**src/rtl/key_pkg.sv**
```systemverilog
// Shared types and constants for the keypad emulator.
// State encodings, idle row level and key-code field helpers.
package key_pkg;

  typedef enum logic [2:0] {
    S_IDLE  = 3'd0,
    S_P_BNC = 3'd1,
    S_HOLD  = 3'd2,
    S_R_BNC = 3'd3,
    S_DONE  = 3'd4
  } state_t;

  localparam logic [3:0] ROW_IDLE = 4'b1111;

  localparam int KEY_ROW_HI = 3;
  localparam int KEY_ROW_LO = 2;
  localparam int KEY_COL_HI = 1;
  localparam int KEY_COL_LO = 0;

  function automatic logic [1:0] key_row(
    input logic [3:0] k
  );
    return k[KEY_ROW_HI:KEY_ROW_LO];
  endfunction

  function automatic logic [1:0] key_col(
    input logic [3:0] k
  );
    return k[KEY_COL_HI:KEY_COL_LO];
  endfunction

endpackage

```
**src/rtl/key_matrix_net.sv**
```systemverilog
// Switch network: closed contact shorts one column onto one row.
// Purely combinational so the scanner sees zero clock latency.
module key_matrix_net
  import key_pkg::*;
(
  input  logic       contact,
  input  logic [3:0] key_q,
  input  logic [3:0] col,
  output logic [3:0] row
);

  always_comb begin
    row = ROW_IDLE;
    if (contact)
      row[key_row(key_q)] = col[key_col(key_q)];
  end

endmodule

```
**src/rtl/key_matrix_emu.sv**
```systemverilog
// 4x4 keypad emulator: presses one key with bounce, hold, release.
// FSM and counters here; the col->row short lives in key_matrix_net.
module key_matrix_emu
  import key_pkg::*;
#(
  parameter int BOUNCE_CYC = 8,
  parameter int BOUNCE_N   = 4,
  parameter int HOLD_CYC   = 500,
  parameter int CNT_W      = 16
) (
  input  logic       clk,
  input  logic       rst,
  input  logic       req,
  input  logic [3:0] key,
  output logic       ready,
  output logic       busy,
  output logic       done,
  input  logic [3:0] col,
  output logic [3:0] row
);

  localparam int PER_W =
    (BOUNCE_N > 1) ? $clog2(BOUNCE_N) : 1;
  localparam int PER_L =
    (BOUNCE_N > 0) ? BOUNCE_N - 1 : 0;

  localparam logic [CNT_W-1:0] BNC_LAST =
    CNT_W'(BOUNCE_CYC - 1);
  localparam logic [CNT_W-1:0] HOLD_LAST =
    CNT_W'(HOLD_CYC - 1);
  localparam logic [PER_W-1:0] PER_LAST =
    PER_W'(PER_L);

  state_t           state;
  state_t           state_d;
  logic [CNT_W-1:0] cyc_cnt;
  logic [PER_W-1:0] per_cnt;
  logic [3:0]       key_q;
  logic             contact;
  logic             bnc_end;
  logic             per_end;
  logic             in_bnc;

  assign bnc_end = (cyc_cnt == BNC_LAST);
  assign per_end = bnc_end && (per_cnt == PER_LAST);
  assign in_bnc  = (state == S_P_BNC) ||
                   (state == S_R_BNC);

  always_ff @(posedge clk or posedge rst) begin
    if (rst)
      state <= S_IDLE;
    else
      state <= state_d;
  end

  always_comb begin
    state_d = state;
    case (state)
      S_IDLE:
        if (req)
          state_d = (BOUNCE_N == 0) ? S_HOLD
                                    : S_P_BNC;
      S_P_BNC:
        if (per_end)
          state_d = S_HOLD;
      S_HOLD:
        if (cyc_cnt == HOLD_LAST)
          state_d = (BOUNCE_N == 0) ? S_DONE
                                    : S_R_BNC;
      S_R_BNC:
        if (per_end)
          state_d = S_DONE;
      S_DONE:
        state_d = S_IDLE;
      default:
        state_d = S_IDLE;
    endcase
  end

  // Counters restart from zero on every state entry.
  always_ff @(posedge clk or posedge rst) begin
    if (rst) begin
      cyc_cnt <= '0;
      per_cnt <= '0;
      key_q   <= '0;
    end else begin
      if (state == S_IDLE && req)
        key_q <= key;
      if (state_d != state) begin
        cyc_cnt <= '0;
        per_cnt <= '0;
      end else if (state == S_HOLD) begin
        cyc_cnt <= cyc_cnt + 1'b1;
      end else if (in_bnc) begin
        if (bnc_end) begin
          cyc_cnt <= '0;
          per_cnt <= per_cnt + 1'b1;
        end else begin
          cyc_cnt <= cyc_cnt + 1'b1;
        end
      end
    end
  end

  always_comb begin
    ready   = 1'b0;
    busy    = 1'b0;
    done    = 1'b0;
    contact = 1'b0;
    unique case (1'b1)
      (state == S_IDLE): ready = 1'b1;
      (state == S_P_BNC): begin
        busy    = 1'b1;
        contact = ~per_cnt[0];
      end
      (state == S_HOLD): begin
        busy    = 1'b1;
        contact = 1'b1;
      end
      (state == S_R_BNC): begin
        busy    = 1'b1;
        contact = per_cnt[0];
      end
      (state == S_DONE): begin
        busy = 1'b1;
        done = 1'b1;
      end
      default: ;
    endcase
  end

  key_matrix_net u_net (
    .contact (contact),
    .key_q   (key_q),
    .col     (col),
    .row     (row)
  );

endmodule

```
**config.mk**
```make
export PLATFORM = sky130hd
export DESIGN_NAME = key_matrix_emu
export DESIGN_NICKNAME = d
export VERILOG_FILES = /design/src/rtl/key_pkg.sv /design/src/rtl/key_matrix_net.sv /design/src/rtl/key_matrix_emu.sv
export SDC_FILE = /design/constraint.sdc
export NUM_CORES = 1
export LEC_CHECK = 0
export ABC_AREA = 1
export BUFFER_PORTS_ARGS = -buffer_cell sky130_fd_sc_hd__buf_4
export CORE_ASPECT_RATIO = 1.25
export CORE_MARGIN = 1
export CORE_UTILIZATION = 30
export DETAILED_ROUTE_END_ITERATION = 10
export PLACE_DENSITY_LB_ADDON = 0.15
export SLEW_MARGIN = 20
export SYNTH_ARGS = -nofsm -noshare
export SYNTH_HDL_FRONTEND = slang
export SYNTH_HIERARCHICAL = 1
export SYNTH_SLANG_ARGS = --single-unit
export TNS_END_PERCENT = 1
```
**constraint.sdc**
```tcl
create_clock -name clk -period 3.8 [get_ports clk]
set_input_delay 0.95 -clock clk [delete_from_list [all_inputs] [get_ports clk]]
set_output_delay 0.95 -clock clk [all_outputs]
set_load 0.01 [all_outputs]
```
Word-level counts from Yosys, hierarchy flattened

Cells that the tools add are included.
Widths: inputs -> output; s select.

Word-level logic and storage cells: 53
Input port bits: 11
Output and inout port bits: 7
Register bits: 25

Add/sub/neg operators: 2
Equal/unequal tests: 9
Bitwise logic cells: 3
Reductions and logical operators: 10
Magnitude comparators: 3
Mux-type cells: 22

Operators with widths:

| cell                  | number |
|---|---|
| $mux 16               | 4 |
| $add 16x1->16 const B | 1 |
| $eq 16x3->1 const B   | 1 |
| $eq 16x9->1 const B   | 1 |
| $mux 3                | 4 |
| $pmux 3 s4            | 1 |
| $mux 2                | 4 |
| $eq 3x2->1 const B    | 2 |
| $lt 2x3->1 const B    | 2 |
| $mux 1                | 5 |
| $mux 4                | 1 |
| $not 4->4             | 1 |
| $or 4x4->4            | 1 |
| $reduce_bool 2->1     | 2 |
| $reduce_or 4->1       | 1 |
| $eq 3x1->1 const B    | 1 |
| $eq 3x3->1 const B    | 1 |
| $logic_and 1x1->1     | 3 |
| $logic_not 3->1       | 1 |
| $ne 3x3->1            | 1 |
| $pmux 1 s3            | 1 |
| $reduce_and 3->1      | 1 |
| $reduce_bool 3->1     | 1 |
| $add 2x1->2 const B   | 1 |
| 7 further kinds       | 7 |

Logic depth before layout (Yosys ltp)

Gate-level depths: netlist (run 1).

Word-level depth: 7
Depth in mapped cells: 11
Gate-level depth less buffers: 11

Hierarchy

The synthesis (run 1) kept the hierarchy.

Modules (own cells, without submodules):

| module         | area each (um^2) | sequential area each (um^2) | cells each | instances |
|---|---|---|---|---|
| key_matrix_emu | 1,627.8          | 625.6                       | 229        | 1 |
| key_matrix_net | 90.1             | 0.0                         | 20         | 1 |

Worst setup path after synthesis (run 1)

OpenSTA, ideal clock, no wires.

Kind: input -> output
Start point: input port col[1]
End point: output port row[0]
Slack: 1.602 ns
Data arrival time: 1.248 ns
Required time: 2.850 ns
Cell stages on the path: 4
Path buffers: 0
Cells stage by stage: nand2_1 > nand3_2 > nand2_2 > nand2_1

Word-level cells in the longest chain between the ends: 4

Ends and longest elaborated chain:

| element                      | RTL line             | RTL |
|---|---|---|
| from (decl)                  | key_matrix_emu.sv:18 | `input logic [3:0] col,` |
| $bmux 1 s2                   | key_matrix_net.sv:15 | `row[key_row(key_q)] = col[key_col(key_q)];` |
| $mux 1 (implied by the code) | key_matrix_net.sv:15 |  |
| $or 4x4->4 (no source line)  | -                    |  |
| $mux 4                       | key_matrix_net.sv:14 | `if (contact)` |
| to (decl)                    | key_matrix_emu.sv:19 | `output logic [3:0] row` |

Every way passes these cells. The select of a mux whose other input is x is not followed.

Final worst setup path (run 1)

Start point: register state[0]
End point: output port row[3]

Word-level cells in the longest chain between the ends: 3
Elaborated cells on any way between the ends: 5
Those cells by class: eq/ne (3); mux (2)

Ends and longest elaborated chain:

| element                                  | RTL line              | RTL |
|---|---|---|
| from (decl)                              | key_matrix_emu.sv:34  | `state_t state;` |
| from (signal assigned)                   | key_matrix_emu.sv:53  | `state <= state_d;` |
| $eq 3x2->1, or another cell as far along | key_matrix_emu.sv:120 | `(state == S_R_BNC): begin` |
| $pmux 1 s3 *                             | key_matrix_emu.sv:110 | `unique case (1'b1)` |
| via contact                              | key_matrix_emu.sv:39  | `logic contact;` |
| $mux 4 *                                 | key_matrix_net.sv:14  |  |

The timed path passes the listed nets; every way through them passes the cells marked *.

==> results.cfg, run 1 <==
[status]
status = finished, final reports clean

[logic_synthesis]
synth_area_per_cell_um2 = 6.90
synth.most_common_cell = nand2_1
synth_commonest_cells = nand2_1 (76), nor2_1 (38), inv_1 (33)
synth_edf_count = 0
synth_top_area_cell = dfrtp_1
synth_warnings = 6
syn_nets = 262
yosys_register_bits = 25
seq_area_frac_synth = 0.364
ys_types = 24
synth_top_area_frac = 0.364
syn_inst = 249
synthFlopType = dfrtp_1
netlist_area_mm2 = 0.00172
synthArstFlopShare = 1.00
synth_area_leaders = dfrtp_1 (36%), nand2_1 (17%), nor2_1 (8.3%)

[power_and_ir_drop]
pwr-share-seq = 0.597
combPwrFrac = 0.037
p_sw_uw = 96.6
p_leak_uw = 0.00104
total_power_uw = 446
p_int_uw = 349
pwr-share-clk = 0.367
vdd_drop_max_uv = 101
switching_share = 0.217
power_density_mw_per_mm2 = 229

[sta]
relSlewSlack = 0.377
drv_slew = 0
rsz0062_at_grt = false
holdWs_ps = 542
timing.fmax_ghz = 0.385
finalHoldViolCount = 0
finalSetupViolCount = 0
skew_ps = 5.90
fin_crit_ps = 2600
tightest_slew_ps = 929
fin_tns_setup_ps = 0
min_period_over_period = 0.684

[cells_and_area]
n_fill_cell = 617
antennaDiodeCount = 0
drive_above_1_share = 0.150
design_area_mm2 = 0.00194
syn_to_final_growth_pct = 13.1
nNetsFinal = 281

[floorplan]
initial_core_util = 0.313
die_x_um = 69.7
row_count = 30
ioPinCount = 18
core-area_mm2 = 0.00548
design.die.area_mm2 = 0.00604
die_y_um = 86.6

[worst_setup_path]
crit_type = register to output pin
ff2ff_path_depth = 10
arrival_ps = 1650
r2r_slack_ps = 1940
critPathLaunchType = register
crit_slowest_cell = dfrtp_1
crit_required_ps = 2850
endpoint_kind = output pin
r2r-start = cyc_cnt[0]
crit_path_max_incr_delay_ps = 460
cp_top_family = simple AND/OR/NAND/NOR gates
crit_buf_inv = 3
r2r_end = per_cnt[1]
crit_chain = inv_2 > nor3_1 > nor3_1 > inv_1 > nor3_1 > nand2_1 > buf_4
worst_path_most_repeated_cell = nor3_1
crit_fanout = 6

[grt]
grt_pass1_wl_mm = 6.67
grt_max_degree = 26
antenna_found_initial = 0
overflow = 0
grt_pass1_vias = 1518
gr-usage-all-layers = 0.137

[placed_design]
placed_area_mm2 = 0.00190
port_buffers = 17
routabilityCongestion = 0.803
dp_hpwl_mm = 2.77

[min_path]
min_from = per_cnt[1]
hold_path.class = register to register
min_to = per_cnt[1]
whs_path_depth = 2

[routing]
dr.pass1.iters = 4
drt-total-wl_mm = 3.78
routedWlPerCell_um = 11.4
drc = 0
via_per_inst = 4.65
drt-initial-drc-count = 58
antenna_left = 0
via_count = 1540

[clock_tree]
cts_hold_buf = 0
insertion_delay_ps = 270
cts_buffers = 3
cts_root_buffer = clkbuf_8
cts_resized = 0
numClockSinks = 25
clockBufferDepth = 2
cts_setup_buffers = 0
clk_pin_slew_ps = 90
htreeDepth = 1
cts_tree = built

[job]
max_cap_violations = 0
## placed cells by master, fill, tap and decap left out, drive strengths merged
master / Yosys / routed
nand2: 81 / 81
nor2: 43 / 43
inv: 36 / 35
dfrtp: 25 / 25
nand3: 25 / 25
buf: 3 / 17
xor2: 11 / 11
nor3: 6 / 6
mux2: 4 / 4
nand4: 4 / 4
clkbuf: 0 / 4
a21oi: 3 / 3
xnor2: 2 / 2
o21ai: 2 / 2
ha: 2 / 2
clkinv: 0 / 1
o21a: 1 / 1
a31oi: 1 / 1
## routing by layer
layer / GRT usage / up-vias / share of wire
li1: - / 799 / -
met1: 0.153 / 709 / 0.45
met2: 0.254 / 21 / 0.50
met3: 0.0140 / 11 / 0.019
met4: 0.0782 / 0 / 0.030
met5: 0 / - / 0
## worst register-to-register path, stage by stage (launching register included)
cell,delay [ps]
dfrtp_1,420
ha_1,250
nand2_1,100
inv_2,50
nand2_1,50
nor2_1,50
nand4_1,130
nand2_1,110
nor2_4,340
inv_1,140
a21oi_1,140
## power groups by stage
| stage | Sequential (uW) | Combinational, uW | Clock [uW] |
|---|---|---|---|
| floorplan | 271 | 6.17 | 0 |
| global route | 266 | 18.7 | 182 |
| CTS | 266 | 17.4 | 176 |
| finish | 266 | 16.4 | 163 |
| global placement | 271 | 17.2 | 0 |
| detailed placement | 271 | 17.2 | 0 |
## stage by stage
stage          worst slack (ps)   util  std cells
2_1_floorplan              1600      -        249
3_3_place_gp               1350  0.346        327
3_5_place_dp               1350  0.346        327
4_1_cts                    1170  0.355        331
5_1_grt                    1050  0.355        331
6_report                   1200  0.355        331
## flip-flops by register name, summed over array words and instances, names as in the netlist
register,count
cyc_cnt,16
key_q,4
state,3
per_cnt,2
## cell families (layout without fill, tap and decap cells)
| family | Yosys count | count (layout) | share of synthesized area |
|---|---|---|---|
| AND/OR/NAND/NOR | 159 | 159 | 0.412 |
| buffers and inverters | 39 | 57 | 0.0947 |
| flip-flops | 25 | 25 | 0.364 |
| XOR/XNOR | 13 | 13 | 0.0663 |
| AO/OA/AOI/OAI | 7 | 7 | 0.0226 |
| multiplexers | 4 | 4 | 0.0262 |
| adder cells (fa/ha/maj) | 2 | 2 | 0.0146 |
## cell type report
| type | instances | area [um^2] | share of cell area |
|---|---|---|---|
| inverter | 36 | 135 | 0.0695 |
| multi-input combinational | 185 | 930 | 0.478 |
| timing repair buffer | 17 | 128 | 0.0657 |
| tap | 64 | 80.1 | 0.0412 |
| sequential | 25 | 626 | 0.322 |
| clock buffer | 4 | 45.0 | 0.0232 |
## worst max path at each step
stage | start | end | slack [ps] | cells past startpoint
finish | state[0] | row[3] | 1200 | 7
global placement | col[1] | row[0] | 1350 | 6
detailed placement | col[1] | row[2] | 1350 | 6
floorplan | col[1] | row[0] | 1600 | 4
global route | state[0] | row[3] | 1050 | 7
CTS | state[0] | row[3] | 1170 | 7
Power figures use the tool's default switching activity.
==> run 2, diff against run 1 <==
- clock period: 3.8 -> 2.2 ns (I/O delays scaled with it)
==> run 2 against run 1 <==
  * Die area did not move
  * Design area rose by 3.9%
  * Highest routed layer unchanged
  * Worst setup slack lost 1100 ps
  * Sequential power is 73% higher
  * Critical endpoint is now row[0]
  * Non-clock buffer count increased by 5
  * Largest cell class unchanged
==> results.cfg, run 2 (synthesis results as in run 1) <==
[routing]
drt-initial-drc-count = 58
drt-total-wl_mm = 3.91
via_per_inst = 4.57
antenna_left = 0
drc = 0
routedWlPerCell_um = 11.6
dr.pass1.iters = 4
via_count = 1537

[cells_and_area]
n_fill_cell = 629
drive_above_1_share = 0.199
final_common_cell = nand2_1
final_cell_mix = nand2_1 (76), nor2_1 (38), inv_1 (32)
largestRegisters = cyc_cnt: 16 flops, key_q: 4 flops, state: 3 flops
top_register = cyc_cnt
syn_to_final_growth_pct = 17.6
antennaDiodeCount = 0
nNetsFinal = 286
largest_reg_flops = 16

[floorplan]
die_x_um = 69.7
row_count = 30
initial_core_util = 0.313
design.die.area_mm2 = 0.00604
ioPinCount = 18
die_y_um = 86.6
core-area_mm2 = 0.00548

[grt]
antenna_found_initial = 0
gr-usage-all-layers = 0.135
grt_pass1_wl_mm = 6.51
grt_pass1_vias = 1451
grt_max_degree = 26
overflow = 0

[sta]
drv_slew = 0
rsz0062_at_grt = false
finalSetupViolCount = 0
min_period_over_period = 0.935
timing.fmax_ghz = 0.486
skew_ps = 6.42
fin_tns_setup_ps = 0
fin_crit_ps = 2060
relSlewSlack = 0.667
tightest_slew_ps = 498
finalHoldViolCount = 0

[min_path]
hold_path.class = primary input to asynchronous set/reset pin

[placed_design]
port_buffers = 17
dp_hpwl_mm = 2.86
routabilityCongestion = 0.808

[clock_tree]
cts_tree = built
htreeDepth = 1
numClockSinks = 25
cts_hold_buf = 0
clockBufferDepth = 2
clk_pin_slew_ps = 100
cts_root_buffer = clkbuf_8
cts_buffers = 3
insertion_delay_ps = 280

[worst_setup_path]
crit_fanout = 4
crit_required_ps = 1650
endpoint_kind = output pin
arrival_ps = 1510
critPathLaunchType = register
crit_type = register to output pin

[power_and_ir_drop]
total_power_uw = 782
p_leak_uw = 0.00107
power_density_mw_per_mm2 = 387
vdd_drop_max_uv = 164

[status]
status = finished, final reports clean

[job]
max_cap_violations = 0
==> run 2: report_power, final <==
part	internal (uW)	switching, uW
registers	459	0
clock network	127	164
logic	15.6	15.3
==> run 2: through the flow <==
stage / std cells / utilization / instance area (um^2) / hold slack (ps) / setup slack [ps]
floorplan: 249 / - / 1720 / 492 / 591
global placement: 329 / 0.349 / 1910 / 518 / 342
detailed placement: 329 / 0.349 / 1910 / 523 / 342
CTS: 333 / 0.358 / 1960 / 337 / 17.4
global route: 336 / 0.368 / 2020 / 359 / 9.58
finish: 336 / 0.368 / 2020 / 319 / 143
==> run 2: critical path: stages, from the launching register on <==
cell and delay, ps:
dfrtp_1 420, inv_2 100, nor3_2 50, nor3_2 160
inv_1 130, nor3_2 160, nand2_1 80, buf_6 120
==> run 2: area by class of cell <==
| cell class | instances | area (um^2) | share of cell area |
|---|---|---|---|
| Inverter | 36 | 138 | 0.0682 |
| Clock buffer | 3 | 41.3 | 0.0204 |
| Timing Repair Buffer | 22 | 169 | 0.0836 |
| Sequential cell | 25 | 627 | 0.310 |
| Clock inverter | 1 | 5.00 | 0.00248 |
| Multi-Input combinational cell | 185 | 960 | 0.475 |
| Tap cell | 64 | 80.1 | 0.0397 |
==> run 2: repair_timing <==
item / in CTS / in global routing
endpoints found under the setup margin: 0 / 4
buffers inserted: 0 / 3
gates resized for setup: 0 / 10
==> run 2: worst paths after layout <==
kind	from	slack, ps	end	depth (start not counted)
worst max register to register	cyc_cnt[0]	400	cyc_cnt[8]	11
max in group asynchronous	rst	1610	state[0]	3
min in group clk	key[2]	490	key_q[2]	2
worst min register to register	cyc_cnt[15]	530	cyc_cnt[15]	2
worst min-delay path	rst	320	cyc_cnt[14]	3
worst max-delay path	state[1]	140	row[0]	7
==> run 2: layer usage <==
| layer | GRT usage | vias up | part of all wire |
|---|---|---|---|
| li1 | - | 811 | - |
| met1 | 0.168 | 705 | 0.47 |
| met2 | 0.244 | 17 | 0.50 |
| met3 | 0.0174 | 4 | 0.017 |
| met4 | 0.0455 | 0 | 0.014 |
| met5 | 0 | - | 0 |
